===== config.mk =====
export PLATFORM = sky130hd
export DESIGN_NAME = multiplane_tilemap_renderer_flat
export DESIGN_NICKNAME = d
export VERILOG_FILES = /design/src/rtl/multiplane_tilemap_renderer_if.sv /design/src/rtl/multiplane_tilemap_renderer.sv /design/src/flat_wrapper.sv
export SDC_FILE = /design/constraint.sdc
export NUM_CORES = 1
export LEC_CHECK = 0
export CORE_AREA = 2 2 123 125
export DETAILED_ROUTE_END_ITERATION = 8
export DIE_AREA = 0 0 125 127
export PLACE_DENSITY = 0.75
export SLEW_MARGIN = 0
export SYNTH_ARGS = -nofsm -noshare
export SYNTH_HDL_FRONTEND = slang
export SYNTH_SLANG_ARGS = --single-unit

===== constraint.sdc =====
create_clock -name clk -period 9.2 [get_ports clk]
set_input_delay 2.3 -clock clk [delete_from_list [all_inputs] [get_ports clk]]
set_output_delay 2.3 -clock clk [all_outputs]
set_load 0.03 [all_outputs]

===== src/rtl/multiplane_tilemap_renderer_if.sv =====
// Bus bundle for the multiplane tilemap renderer.
//   addr_bits   : renderer -> serial RAM, address nibble of the current subcycle
//   data_bits   : serial RAM -> renderer, data nibble of the current subcycle
//   pixel_out   : renderer -> display, registered pixel
//   pixel_valid : renderer -> display, pixel_out carries a displayed pixel
// Modports: master = renderer side, slave = RAM/display side.
interface multiplane_tilemap_renderer_if #(
    parameter int ADDR_PINS = 4,
    parameter int DATA_PINS = 4,
    parameter int PIX_W     = 4
);
    logic [ADDR_PINS-1:0] addr_bits;
    logic [DATA_PINS-1:0] data_bits;
    logic [PIX_W-1:0]     pixel_out;
    logic                 pixel_valid;

    modport master (output addr_bits, output pixel_out, output pixel_valid, input data_bits);
    modport slave  (input addr_bits, input pixel_out, input pixel_valid, output data_bits);
endinterface


===== src/rtl/multiplane_tilemap_renderer.sv =====
// Multiplane tilemap renderer: per line, fetches map entries and tile rows
// for every plane over a nibble-serial RAM and streams composited pixels.
// Ports:
//   clk, reset            : clock, synchronous active-high reset
//   line_start, y         : start-of-line pulse and current line
//   scroll_x/scroll_y     : per-plane scroll (tiles / lines)
//   map_base              : per-plane map base (upper address bits)
//   bus (master)          : addr_bits, data_bits, pixel_out, pixel_valid
// Build option: define MULTIPLANE_TILEMAP_TRANSPARENCY_EN for color-0
// transparency with priority to the lowest plane; otherwise the plane
// colors are concatenated.
//
// state | meaning
// IDLE  | no line in progress, RAM address held at 0
// FETCH | period 0: fetch only, nothing displayed
// RUN   | periods 1..LINE_TILES-1: fetch next tile, display previous
// DRAIN | period LINE_TILES: display only
module multiplane_tilemap_renderer #(
    parameter int NUM_PLANES      = 2,
    parameter int ADDR_PINS       = 4,
    parameter int DATA_PINS       = 4,
    parameter int RAM_LOG2_CYCLES = 2,
    parameter int TRANS_DELAY     = 2,
    parameter int LOG2_TILESIZE   = 3,
    parameter int COLOR_BITS      = 2,
    parameter int TMAP_X_BITS     = 6,
    parameter int TMAP_Y_BITS     = 5,
    parameter int Y_BITS          = 8,
    parameter int LINE_TILES      = 40,
    localparam int RC             = 1 << RAM_LOG2_CYCLES,
    localparam int TS             = 1 << LOG2_TILESIZE,
    localparam int AW             = ADDR_PINS * RC,
    localparam int DW             = DATA_PINS * RC,
    localparam int MB             = AW - TMAP_X_BITS - TMAP_Y_BITS,
    localparam int PIX_W          = NUM_PLANES * COLOR_BITS
) (
    input  logic                            clk,
    input  logic                            reset,
    input  logic                            line_start,
    input  logic [Y_BITS-1:0]               y,
    input  logic [NUM_PLANES*TMAP_X_BITS-1:0] scroll_x,
    input  logic [NUM_PLANES*Y_BITS-1:0]    scroll_y,
    input  logic [NUM_PLANES*MB-1:0]        map_base,
    multiplane_tilemap_renderer_if.master   bus
);
    localparam int TIW = AW - LOG2_TILESIZE;
    localparam int PW  = $clog2(LINE_TILES + 1);

    if (DW != TS * COLOR_BITS || 2 * NUM_PLANES + 2 * TRANS_DELAY > TS) begin : g_bad_cfg
        $error("multiplane_tilemap_renderer: row width or slot budget mismatch");
    end

    typedef enum logic [1:0] {IDLE, FETCH, RUN, DRAIN} state_t;

    state_t                     state_q, state_d;
    logic                       pend_q, pend_d;
    logic [RAM_LOG2_CYCLES-1:0] sub_q, sub_d;
    logic [LOG2_TILESIZE-1:0]   slot_q, slot_d;
    logic [PW-1:0]              period_q, period_d;

    logic            fetching, slot_end, period_end;
    logic [Y_BITS-1:0] v [NUM_PLANES];
    logic [AW-1:0]   map_addr [NUM_PLANES];
    logic [AW-1:0]   tile_addr [NUM_PLANES];
    logic [AW-1:0]   addr_word;
    logic [DW-1:0]   rx_q, rx_d, rx_word;
    logic [TIW-1:0]  tile_id_q [NUM_PLANES], tile_id_d [NUM_PLANES];
    logic [DW-1:0]   row_q [NUM_PLANES], row_d [NUM_PLANES];
    logic [DW-1:0]   shadow_q [NUM_PLANES], shadow_d [NUM_PLANES];
    logic [PIX_W-1:0] pixel_q, pixel_d;

    // The cycle after line_start is a pending cycle; counters start at the next edge.
    assign fetching   = (state_q == FETCH || state_q == RUN) && !pend_q;
    assign slot_end   = (sub_q == RAM_LOG2_CYCLES'(RC - 1));
    assign period_end = slot_end && (slot_q == LOG2_TILESIZE'(TS - 1));

    always_ff @(posedge clk) begin
        if (reset) begin
            state_q  <= IDLE;
            pend_q   <= 1'b0;
            sub_q    <= '0;
            slot_q   <= '0;
            period_q <= '0;
        end else begin
            state_q  <= state_d;
            pend_q   <= pend_d;
            sub_q    <= sub_d;
            slot_q   <= slot_d;
            period_q <= period_d;
        end
    end

    always_comb begin
        state_d  = state_q;
        pend_d   = pend_q;
        sub_d    = sub_q;
        slot_d   = slot_q;
        period_d = period_q;
        if (line_start) begin
            state_d  = FETCH;
            pend_d   = 1'b1;
            sub_d    = '0;
            slot_d   = '0;
            period_d = '0;
        end else if (state_q != IDLE) begin
            if (pend_q) begin
                pend_d = 1'b0;
            end else begin
                sub_d = sub_q + 1'b1;
                if (slot_end) begin
                    slot_d = slot_q + 1'b1;
                    if (period_end) begin
                        period_d = period_q + 1'b1;
                        unique case (state_q)
                            FETCH:   state_d = (LINE_TILES > 1) ? RUN : DRAIN;
                            RUN:     if (period_q == PW'(LINE_TILES - 1)) state_d = DRAIN;
                            DRAIN:   state_d = IDLE;
                            default: state_d = IDLE;
                        endcase
                    end
                end
            end
        end
    end

    always_comb begin
        bus.addr_bits   = '0;
        bus.pixel_valid = 1'b0;
        if (fetching) bus.addr_bits = addr_word[int'(sub_q)*ADDR_PINS +: ADDR_PINS];
        if (state_q == RUN || state_q == DRAIN) bus.pixel_valid = 1'b1;
    end

`ifdef MULTIPLANE_TILEMAP_TRANSPARENCY_EN
    localparam int PIW = (NUM_PLANES > 1) ? $clog2(NUM_PLANES) : 1;
    logic [COLOR_BITS-1:0] col;
`endif

    always_comb begin
        addr_word = '0;
        for (int p = 0; p < NUM_PLANES; p++) begin
            v[p] = y + scroll_y[p*Y_BITS +: Y_BITS];
            map_addr[p] = {map_base[p*MB +: MB],
                           TMAP_Y_BITS'(v[p] >> LOG2_TILESIZE),
                           TMAP_X_BITS'(period_q) + scroll_x[p*TMAP_X_BITS +: TMAP_X_BITS]};
            tile_addr[p] = {tile_id_q[p], v[p][LOG2_TILESIZE-1:0]};
            if (int'(slot_q) == p) addr_word = map_addr[p];
            if (int'(slot_q) == NUM_PLANES + TRANS_DELAY + p) addr_word = tile_addr[p];
        end

        // Current nibble merged in so the final subcycle yields the whole word.
        rx_word = rx_q;
        rx_word[int'(sub_q)*DATA_PINS +: DATA_PINS] = bus.data_bits;
        rx_d = fetching ? rx_word : rx_q;

        tile_id_d = tile_id_q;
        row_d     = row_q;
        shadow_d  = shadow_q;
        for (int p = 0; p < NUM_PLANES; p++) begin
            if (fetching && slot_end && int'(slot_q) == p + TRANS_DELAY)
                tile_id_d[p] = rx_word[TIW-1:0];
            if (fetching && slot_end && int'(slot_q) == NUM_PLANES + 2*TRANS_DELAY + p)
                row_d[p] = rx_word;
            // Last plane's row lands on the period-end edge, so copy the next value.
            if (fetching && period_end) shadow_d[p] = row_d[p];
            if (line_start) row_d[p] = '0;
        end

        pixel_d = '0;
`ifdef MULTIPLANE_TILEMAP_TRANSPARENCY_EN
        col = '0;
        if (state_d == RUN || state_d == DRAIN) begin
            // Walk downward so the lowest opaque plane is the last writer.
            for (int p = NUM_PLANES - 1; p >= 0; p--) begin
                col = shadow_d[p][int'(slot_d)*COLOR_BITS +: COLOR_BITS];
                if (col != '0) pixel_d = PIX_W'({PIW'(p), col});
            end
        end
`else
        if (state_d == RUN || state_d == DRAIN) begin
            for (int p = 0; p < NUM_PLANES; p++)
                pixel_d[p*COLOR_BITS +: COLOR_BITS] = shadow_d[p][int'(slot_d)*COLOR_BITS +: COLOR_BITS];
        end
`endif
    end

    always_ff @(posedge clk) begin
        if (reset) begin
            rx_q    <= '0;
            pixel_q <= '0;
            for (int p = 0; p < NUM_PLANES; p++) begin
                tile_id_q[p] <= '0;
                row_q[p]     <= '0;
                shadow_q[p]  <= '0;
            end
        end else begin
            rx_q    <= rx_d;
            pixel_q <= pixel_d;
            for (int p = 0; p < NUM_PLANES; p++) begin
                tile_id_q[p] <= tile_id_d[p];
                row_q[p]     <= row_d[p];
                shadow_q[p]  <= shadow_d[p];
            end
        end
    end

    assign bus.pixel_out = pixel_q;

endmodule


===== src/flat_wrapper.sv =====
// flat-port wrapper written by rule: the top's interface ports become plain ports
module multiplane_tilemap_renderer_flat 
#(
    parameter int NUM_PLANES      = 2,
    parameter int ADDR_PINS       = 4,
    parameter int DATA_PINS       = 4,
    parameter int RAM_LOG2_CYCLES = 2,
    parameter int TRANS_DELAY     = 2,
    parameter int LOG2_TILESIZE   = 3,
    parameter int COLOR_BITS      = 2,
    parameter int TMAP_X_BITS     = 6,
    parameter int TMAP_Y_BITS     = 5,
    parameter int Y_BITS          = 8,
    parameter int LINE_TILES      = 40,
    localparam int RC             = 1 << RAM_LOG2_CYCLES,
    localparam int TS             = 1 << LOG2_TILESIZE,
    localparam int AW             = ADDR_PINS * RC,
    localparam int DW             = DATA_PINS * RC,
    localparam int MB             = AW - TMAP_X_BITS - TMAP_Y_BITS,
    localparam int PIX_W          = NUM_PLANES * COLOR_BITS
)
  (clk, reset, line_start, y, scroll_x, scroll_y, map_base, bus_addr_bits, bus_pixel_out, bus_pixel_valid, bus_data_bits);
  multiplane_tilemap_renderer_if #(.ADDR_PINS(ADDR_PINS), .DATA_PINS(DATA_PINS), .PIX_W(4)) bus_i ();
  input  logic clk;
  input  logic reset;
  input  logic line_start;
  input  logic [Y_BITS-1:0] y;
  input  logic [NUM_PLANES*TMAP_X_BITS-1:0] scroll_x;
  input  logic [NUM_PLANES*Y_BITS-1:0] scroll_y;
  input  logic [NUM_PLANES*MB-1:0] map_base;
  output wire logic [$bits(bus_i.addr_bits)-1:0] bus_addr_bits;
  output wire logic [$bits(bus_i.pixel_out)-1:0] bus_pixel_out;
  output wire logic [$bits(bus_i.pixel_valid)-1:0] bus_pixel_valid;
  input wire logic [$bits(bus_i.data_bits)-1:0] bus_data_bits;
  assign bus_addr_bits = bus_i.addr_bits;
  assign bus_pixel_out = bus_i.pixel_out;
  assign bus_pixel_valid = bus_i.pixel_valid;
  assign bus_i.data_bits = bus_data_bits;
  multiplane_tilemap_renderer #(.NUM_PLANES(NUM_PLANES), .ADDR_PINS(ADDR_PINS), .DATA_PINS(DATA_PINS), .RAM_LOG2_CYCLES(RAM_LOG2_CYCLES), .TRANS_DELAY(TRANS_DELAY), .LOG2_TILESIZE(LOG2_TILESIZE), .COLOR_BITS(COLOR_BITS), .TMAP_X_BITS(TMAP_X_BITS), .TMAP_Y_BITS(TMAP_Y_BITS), .Y_BITS(Y_BITS), .LINE_TILES(LINE_TILES)) u_core (.clk(clk), .reset(reset), .line_start(line_start), .y(y), .scroll_x(scroll_x), .scroll_y(scroll_y), .map_base(map_base), .bus(bus_i));
endmodule

# After elaboration in Yosys (flattened, before gate mapping)
# Cells that the tools add are included.
[op_classes] bitwise=2 addsub=8 n_mux=24 eq_ne=15 n_shift=5 n_reduce_logical=19
[ops] operator="16-bit 2-to-1 mux" n=8
[ops] operator="4-bit negator with 33-bit output" n=1
[ops] operator="4-bit by 33-bit variable shift with 16-bit output, first input constant" n=1
[ops] operator="4-bit by 33-bit variable part select with 16-bit output" n=1
[ops] operator="16-bit by 5-bit variable part select with 2-bit output" n=2
[ops] operator="8-bit adder" n=2
[ops] operator="16-bit bitwise mux" n=1
[ops] operator="16-bit by 5-bit variable part select with 4-bit output" n=1
[ops] operator="3-bit equality test, second input constant" n=5
[ops] operator="6-bit adder" n=2
[ops] operator="2-bit 2-to-1 mux" n=6
[ops] operator="3-bit 2-to-1 mux" n=4
[ops] operator="2-bit equality test, second input constant" n=5
[ops] operator="1-bit logical AND" n=8
[ops] operator="6-bit by 1-bit adder with 6-bit output, second input constant" n=1
[ops] operator="3-bit by 2-bit equality test with 1-bit output, second input constant" n=2
[ops] operator="6-bit equality test, second input constant" n=1
[ops] operator="4-bit 2-to-1 mux" n=1
[ops] operator="2-bit one-hot mux with 2 select lines" n=1
[ops] operator="4-bit AND reduction" n=1
[ops] operator="2-bit nonzero test" n=2
[ops] operator="2-bit OR reduction" n=2
[ops] operator="3-bit by 1-bit adder with 3-bit output, second input constant" n=1
[ops] operator="3-bit by 1-bit equality test with 1-bit output, second input constant" n=1
[ops] operator="other kinds (8)" n=13
[totals] out_inout_bits=9 regBits=124 wordCells=86 in_bits=53

# Depth between registers and ports, before layout
# Gate-level depths: netlist (run 1).
[depth] depth_word=12 mapped_depth=11 ltp_nobuf=9

# Worst setup path after synthesis (run 1)
# No wires, ideal clock.
[synth_path] path_type="input to output" from="in y[0]" to="out bus_addr_bits[1]" slack_ns=2.512 n_path_buf=0 required_ns=6.900 t_arrival_ns=4.388 cell_stages=9 path_cell_list="ha_1 -> inv_1 -> fa_1 -> nor2b_1 -> o31a_1 -> or4_1 -> nand3_1 -> a31oi_1 -> a211oi_1"
[synth_between] elab_chain_len=7 elab_cells_between_ends=8 cone_classes="2 x add/sub; 1 x shift; 5 x mux"
[synth_rtl] item="from (decl)" line="flat_wrapper.sv:27" rtl="input logic [Y_BITS-1:0] y;"
[synth_rtl] item="8-bit adder" line="multiplane_tilemap_renderer.sv:141" rtl="v[p] = y + scroll_y[p*Y_BITS +: Y_BITS];"
[synth_rtl] item="16-bit 2-to-1 mux" line="multiplane_tilemap_renderer.sv:146" rtl="if (int'(slot_q) == p) addr_word = map_addr[p];"
[synth_rtl] item="16-bit 2-to-1 mux" line="multiplane_tilemap_renderer.sv:147" rtl="if (int'(slot_q) == NUM_PLANES + TRANS_DELAY + p) addr_word = tile_addr[p];"
[synth_rtl] item="16-bit 2-to-1 mux" line="multiplane_tilemap_renderer.sv:146"
[synth_rtl] item="16-bit 2-to-1 mux (*)" line="multiplane_tilemap_renderer.sv:147"
[synth_rtl] item="16-bit by 5-bit variable part select with 4-bit output (*)" line="multiplane_tilemap_renderer.sv:129" rtl="if (fetching) bus.addr_bits = addr_word[int'(sub_q)*ADDR_PINS +: ADDR_PINS];"
[synth_rtl] item="4-bit 2-to-1 mux (*)" line="multiplane_tilemap_renderer.sv:129"
[synth_rtl] item="to (decl)" line="flat_wrapper.sv:31" rtl="output wire logic [$bits(bus_i.addr_bits)-1:0] bus_addr_bits;"
# Every way passes the cells marked *; elsewhere a longest branch is shown, timed or not.

# Final worst setup path (run 1)
[layout_path] from="in scroll_x[7]" to="out bus_addr_bits[3]"
[layout_between] elab_chain_len=5
[layout_rtl] item="from (decl)" line="flat_wrapper.sv:28" rtl="input logic [NUM_PLANES*TMAP_X_BITS-1:0] scroll_x;"
[layout_rtl] item="6-bit adder" line="multiplane_tilemap_renderer.sv:144" rtl="TMAP_X_BITS'(period_q) + scroll_x[p*TMAP_X_BITS +: TMAP_X_BITS]};"
[layout_rtl] item="16-bit 2-to-1 mux" line="multiplane_tilemap_renderer.sv:146"
[layout_rtl] item="16-bit 2-to-1 mux" line="multiplane_tilemap_renderer.sv:147"
[layout_rtl] item="16-bit by 5-bit variable part select with 4-bit output" line="multiplane_tilemap_renderer.sv:129"
[layout_rtl] item="4-bit 2-to-1 mux" line="multiplane_tilemap_renderer.sv:129"
# No other way between the ends.

==> results of run 1 <==
## Yosys cell counts (4+ instances only)
library cell,instances,area share [%]
a211oi_1,72,8.4
a21o_1,6,0.70
a21oi_1,41,3.2
a31oi_1,12,1.2
a41oi_1,4,0.54
and3_1,4,0.39
and4bb_2,4,0.78
buf_1,6,0.35
buf_2,12,0.93
clkbuf_1,35,2.0
dfxtp_1,106,33
fa_1,4,1.2
ha_1,39,7.6
inv_1,21,1.2
mux2i_1,34,5.3
nand2_1,49,2.9
nand2b_1,7,0.68
nand3_1,12,0.93
nor2_1,116,6.8
nor2b_1,33,3.2
nor3_1,4,0.31
o2111ai_1,4,0.54
o211ai_1,9,1.0
o21a_1,5,0.58
o21ai_0,24,1.9
o22ai_1,7,0.68
or3_1,6,0.58
xnor2_1,14,1.9
xor2_1,7,0.95
## layout by cell type (no fill, tap or decap), types with 4 or more instances in the layout
cell type        count
o211ai_1             9
o21a_1               5
nor2_1             115
o2111ai_1            4
a211oi_1            72
buf_4               18
or3_1                6
and4bb_2             4
mux2i_1             34
fa_1                 4
nand2_1             49
a41oi_1              4
xor2_1               7
inv_1               21
nand3_1             12
xnor2_1             14
a21o_1               6
o22ai_1              7
a31oi_1             12
dfxtp_1            106
nor3_1               4
clkbuf_16            9
clkdlybuf4s50_1     60
nand2b_1             7
nor2b_1             32
a21oi_1             41
and3_1               4
ha_1                39
o21ai_0             24
## layout make-up
class                   count  area [um^2]  area share, %
clock buffers              10          239           3.20
flip-flops and latches    106         2120           28.4
clock inverters             6         56.3          0.753
multi-input cells         582         4000           53.5
inverters                  23         86.3           1.16
repair buffers             79          741           9.91
well taps                 184          230           3.08
## worst max-delay path, delay by kind of cell
family          cells  cell delay (ns)
buf+inv             2             1.07
mux                 1             0.47
fa+ha+maj           1             0.32
compound gates      4             0.90
xor+xnor            1             0.14
## stage by stage
stage | power [mW] | cell area (um^2)
floorplan | 0.561 | 6440
global placement | 0.617 | 7180
detailed placement | 0.618 | 7180
CTS | 1.00 | 7470
global route | 1.04 | 7470
finish | 0.997 | 7470
## cell families (layout without fill, tap and decap cells)
logic type / Yosys count / in the layout
fa+ha+maj: 43 / 43
xor+xnor: 21 / 21
simple gates: 257 / 257
compound gates: 219 / 219
flops: 106 / 106
buf+inv: 79 / 118
mux: 42 / 42
## state kept, by name (all words and copies together), names as in the netlist
| signal | cells |
|---|---|
| u_core.period_q | 6 |
| u_core.bus.pixel_out | 4 |
| u_core.pend_q | 1 |
| u_core.tile_addr | 26 |
| u_core.row_q | 16 |
| u_core.rx_q | 14 |
| u_core.sub_q | 2 |
| u_core.slot_q | 3 |
| u_core.shadow_q | 32 |
| u_core.state_q | 2 |
## where the power goes
part	total [mW]	internal [mW]	switching (mW)
combinational	0.143	0.0659	0.0769
sequential	0.467	0.463	0.00322
clock	0.388	0.198	0.190
## metal layers
metal	GRT usage, %	share of wire [%]	up-vias
met2	34.6	46	148
li1	-	-	2848
met3	4.06	5.1	22
met5	0	0	-
met4	6.54	2.0	0
met1	28.0	47	2716
## worst paths after layout
kind	start	end	slack, ns	depth (start not counted)
worst min-delay path	u_core.shadow_q[24]	u_core.shadow_q[24]	0.46	2
worst max-delay path	scroll_x[7]	bus_addr_bits[3]	1.69	9
worst min register to register	u_core.shadow_q[24]	u_core.shadow_q[24]	0.46	2
worst max register to register	u_core.sub_q[1]	u_core.bus.pixel_out[3]	5.73	7
==> implementation parameters, run 1 <==
Parameter                              Value

Run status
  Outcome    finished clean

Critical path
  Worst Path Class, Setup    primary input to primary output
  Chain of cells forming the critical path    clkdlybuf4s50_1, ha_1, a21o_1, a21oi_1, xnor2_1, mux4_2, o211a_1, o311a_1, clkdlybuf4s50_1
  Crit path largest cell delay    0.60 ns
  Setup crit end kind    primary output
  Setup crit start kind    primary input
  Arrival time at the worst endpoint    approximately 5.2 ns
  Cell repeated most along the worst path    clkdlybuf4s50_1
  Largest fanout on the critical path    3
  Critical-path top delay cell    clkdlybuf4s50_1
  Data required time at the worst endpoint    6.90 ns

Clocking
  Count of hold-fix buffers inserted at cts    0
  Number of setup buffers added after CTS    0
  Clock-pin slew reported for the worst setup and hold paths after clock tree synthesis    0.08 ns
  Clock tree root buffer cell    clkbuf_16
  Total clock buffers created by CTS    9
  Number of levels the H-tree was split into    3
  Clock tree from TritonCTS    done
  Worst-skew pair later-pin latency    between 0.3 and 0.4 ns
  Bufs on Longest Clock Path    2
  Number of clock sinks    roughly 110
  Resized cells post-CTS    0

Timing
  Worst Hold Margin    0.464 ns
  F_max    0.133 GHz
  Final Worst Setup Slack    1.69 ns
  Worst-case headroom to the max-slew limit    21.7%
  Setup TNS after final layout    0 ns
  Final cycle utilization of the critical path    81.6%
  Transition at the pin with the smallest max-transition slack    around 1.2 ns
  RSZ-0062 raised after global routing    no
  Crit path time final    7.51 ns
  Final Hold Viols    0
  Clock Skews    0.0100 ns
  Count of final setup violators    0
  Final Slew Violations    0

Layout
  Final Core Density    around 52%
  Synth-to-layout area growth    16.1%
  Non-filler cells, final    between 900 and 1000
  Count of fill cells added during filler insertion    1403
  Ratio of cells with drive above 1 in the final layout    7.20%
  Ant. Diodes    0
  Count of nets after finishing    897

Placement
  Detailed placer's ending HPWL    11.8 mm
  Worst setup slack before clock tree synthesis    1.73 ns
  Gp weighted congestion    ~0.87
  DP Cell Count    974
  Buffers added on ports    61

Power
  Worst supply voltage drop on vdd    0.0000784 V
  Pwr/cell area    between 100 and 150 nW/um^2
  Pleak    2.64 nW

Synthesis
  Largest family of logic cells by synthesized area    compound AO/OA/AOI/OAI gates
  Adder-cell area share of the yosys netlist    8.82%
  Number of flops mapped to enable cells by yosys    0
  Compound-gate portion of the synthesized area    23.5%
  Top_reg_cell synth    dfxtp_1
  Net count of the mapped netlist    863
  Xor and xnor area share after synthesis    2.86%
  Count of state elements after synthesis    106
  Synth warnings    0
  Synthesized area    6440 um^2
  Simple logic cell fraction of the synthesized area    19.4%
  Number of instances in the synthesized netlist    ~770
  Mean post-synth cell area    8.40 um^2
  Post-synthesis mux area share    7.48%
  Share of flip-flops with an asynchronous set or reset after synthesis    0%
  Count of distinct cell types in the synthesized netlist    a little under 70
  Share of the yosys chip area belonging to registers    33.0%

Die
  Core Region    14400 um^2
  Starting density of the core    44.6%
  Die ar.    15900 um^2
  Top Ports    62
  Die Height    127 um
  Die span in x    125 um
  Rows    44

Route
  Number of antenna-violating nets in the routed design    0
  Residual DRC count    0
  Drt initial violations    409
  Final WL    16.6 mm
  Post-DR vias/cell    about 5.8
  Wire per inst    ~17 um
  Via count    5734
  Iteration count of the initial detailed-routing pass    5

Job
  Number of violations of the max-capacitance limit    0

GRT
  Global-route total usage across every layer    21.0%
  Initial antenna violation count    0
  Pin count of the biggest net entering global routing    79
  Grt ovf    0
  Via count of the first global-routing pass    5449
  Global-route wire length before repair    roughly 27 mm

Hold path
  Type of the tightest min-delay check    flop to flop
No activity file was read; power rests on OpenSTA's default activity.
==> run 2, diff against run 1 <==
- PLACE_DENSITY: 0.75 -> 0.78
- clock period: 9.2 -> 6.8 ns (I/O delays scaled with it)
==> run 2 against run 1 <==
Design area shrank 0.22%. Sequential cell count unchanged. Cell count decreased by 0.10%.
==> implementation parameters, run 2 (synthesized netlist as in run 1, its figures left out) <==
Parameter                              Value

Placement
  Worst setup slack before clock tree synthesis    0.524 ns (was 1.73 ns)
  Buffers added on ports    61 (unchanged)
  Detailed placer's ending HPWL    11.6 mm (was 11.8 mm)
  Gp weighted congestion    0.886 (was 0.874)

Timing
  Final Slew Violations    0 (unchanged)
  Final Hold Viols    0 (unchanged)
  Final Worst Setup Slack    0.493 ns (was 1.69 ns)
  Transition at the pin with the smallest max-transition slack    1.18 ns (was 1.17 ns)
  Worst-case headroom to the max-slew limit    21.4% (was 21.7%)
  Count of final setup violators    0 (unchanged)
  Setup TNS after final layout    0 ns (unchanged)
  Clock Skews    0.00766 ns (was 0.0100 ns)
  RSZ-0062 raised after global routing    no (unchanged)
  Final cycle utilization of the critical path    92.7%
  Worst Hold Margin    0.476 ns (was 0.464 ns)
  Crit path time final    6.31 ns
  F_max    approximately 0.16 GHz

Power
  Pleak    2.63 nW (was 2.64 nW)
  Worst supply voltage drop on vdd    0.000149 V (was 0.0000784 V)
  Overall Power    1.34 mW (was 997 uW)
  Pwr/cell area    179 nW/um^2 (was 133 nW/um^2)

Route
  Wire per inst    16.6 um (was 16.7 um)
  Post-DR vias/cell    5.77 (was 5.79)
  Number of antenna-violating nets in the routed design    0 (unchanged)
  Via count    5706 (was 5734)
  Iteration count of the initial detailed-routing pass    5 (unchanged)
  Drt initial violations    448 (was 409)
  Final WL    16.5 mm (was 16.6 mm)
  Residual DRC count    0 (unchanged)

Die
  Starting density of the core    44.6% (unchanged)
  Rows    44 (unchanged)
  Core Region    14400 um^2 (unchanged)
  Top Ports    62 (unchanged)
  Die span in x    125 um (unchanged)
  Die ar.    15900 um^2 (unchanged)
  Die Height    127 um (unchanged)

Run status
  Outcome    finished clean (unchanged)

Critical path
  Count of buffer and inverter cells on the critical path    3 (was 2)
  Cell repeated most along the worst path    clkdlybuf4s50_1 (unchanged)
  Critical-path top delay cell    clkdlybuf4s50_1 (unchanged)
  Crit path largest cell delay    0.72 ns (was 0.60 ns)
  Family with the most delay on the worst path    buffers and inverters (unchanged)
  Chain of cells forming the critical path    clkdlybuf4s50_1, ha_1, inv_1, fa_1, nor2b_1, o31a_1, or4_1, nand3_1, a31oi_1, a211oi_1, clkdlybuf4s50_1 (was clkdlybuf4s50_1, ha_1, a21o_1, a21oi_1, xnor2_1, mux4_2, o211a_1, o311a_1, clkdlybuf4s50_1)
  Worst Path Class, Setup    primary input to primary output (unchanged)
  Largest fanout on the critical path    3 (unchanged)
  Setup crit start kind    primary input (unchanged)
  Setup crit end kind    primary output (unchanged)
  Arrival time at the worst endpoint    4.61 ns (was 5.21 ns)
  Data required time at the worst endpoint    5.10 ns (was 6.90 ns)

Clocking
  Number of clock sinks    106 (unchanged)
  Count of hold-fix buffers inserted at cts    0 (unchanged)
  Number of setup buffers added after CTS    0 (unchanged)
  Number of levels the H-tree was split into    3 (unchanged)
  Clock tree root buffer cell    clkbuf_16 (unchanged)
  Bufs on Longest Clock Path    2 (unchanged)
  Worst-skew pair later-pin latency    0.36 ns (about the same)
  Total clock buffers created by CTS    9 (unchanged)
  Clock tree from TritonCTS    done (unchanged)
  Clock-pin slew reported for the worst setup and hold paths after clock tree synthesis    0.08 ns (about the same)
  Resized cells post-CTS    0 (unchanged)

Hold path
  Type of the tightest min-delay check    flop to flop (unchanged)

Layout
  Synth-to-layout area growth    15.8% (was 16.1%)
  Leading cell types in the layout, fill and taps excluded    nor2_1, dfxtp_1, a211oi_1 (unchanged)
  Register with the highest flop count    u_core.shadow_q (unchanged)
  Count of nets after finishing    896 (was 897)
  Ant. Diodes    0 (unchanged)
  Number of flip-flops in the largest register    32 (unchanged)
  Final Core Density    51.7% (was 51.8%)
  Most frequent standard cell in the layout excluding fill and tap cells    nor2_1 (unchanged)
  Count of fill cells added during filler insertion    1353 (was 1403)
  Ratio of cells with drive above 1 in the final layout    6.96% (was 7.20%)

GRT
  Initial antenna violation count    0 (unchanged)
  Via count of the first global-routing pass    5415 (was 5449)
  Global-route total usage across every layer    20.8% (was 21.0%)
  Pin count of the biggest net entering global routing    79 (unchanged)
  Global-route wire length before repair    27.2 mm (was 27.3 mm)
  Grt ovf    0 (unchanged)

Job
  Number of violations of the max-capacitance limit    0 (unchanged)
run 2: worst reg2reg max path, cell delays in order (launching register included):
cell	delay (ns)
dfxtp_1	0.94
ha_1	0.32
and4b_1	0.78
buf_4	0.41
o21ai_0	0.13
a21oi_1	0.16
a21oi_1	0.08
mux4_2	0.51
a211oi_1	0.30
run 2: cell type report:
| cell class | count | area [um^2] | share of cell area (%) |
|---|---|---|---|
| multi-input combinational | 582 | 4000 | 53.6 |
| timing repair buffer | 78 | 733 | 9.83 |
| clock inverter | 6 | 57.6 | 0.772 |
| sequential | 106 | 2120 | 28.5 |
| inverter | 23 | 86.3 | 1.16 |
| tap | 184 | 230 | 3.09 |
| clock buffer | 10 | 229 | 3.07 |
run 2: routing by layer:
metal | vias to the layer above | wire [um] | track usage (%)
met4 | 0 | 513 | 7.78
met3 | 35 | 940 | 3.89
met1 | 2638 | 7660 | 28.3
met2 | 187 | 7340 | 33.1
li1 | 2846 | - | -
met5 | - | 0 | 0
run 2: worst paths after layout:
| check | start | slack [ns] | to | cells after the start |
|---|---|---|---|---|
| worst max-delay path | y[0] | 0.49 | bus_addr_bits[1] | 11 |
| worst min-delay path | u_core.shadow_q[24] | 0.48 | u_core.shadow_q[24] | 2 |
| worst max register to register | u_core.slot_q[2] | 3.07 | u_core.bus.pixel_out[0] | 8 |
| worst min register to register | u_core.shadow_q[24] | 0.48 | u_core.shadow_q[24] | 2 |
run 2: report_power, final:
part	leakage, nW	switching (mW)	internal [mW]
Combinational	1.64	0.103	0.0894
Clock	0.141	0.255	0.258
Sequential	0.856	0.00436	0.627
Total	2.63	0.362	0.974
run 2: per-stage QoR:
step / instance area (um^2) / cells
2_1_floorplan: 6440 / 767
3_3_place_gp: 7170 / 973
3_5_place_dp: 7170 / 973
4_1_cts: 7460 / 989
5_1_grt: 7460 / 989
6_report: 7460 / 989
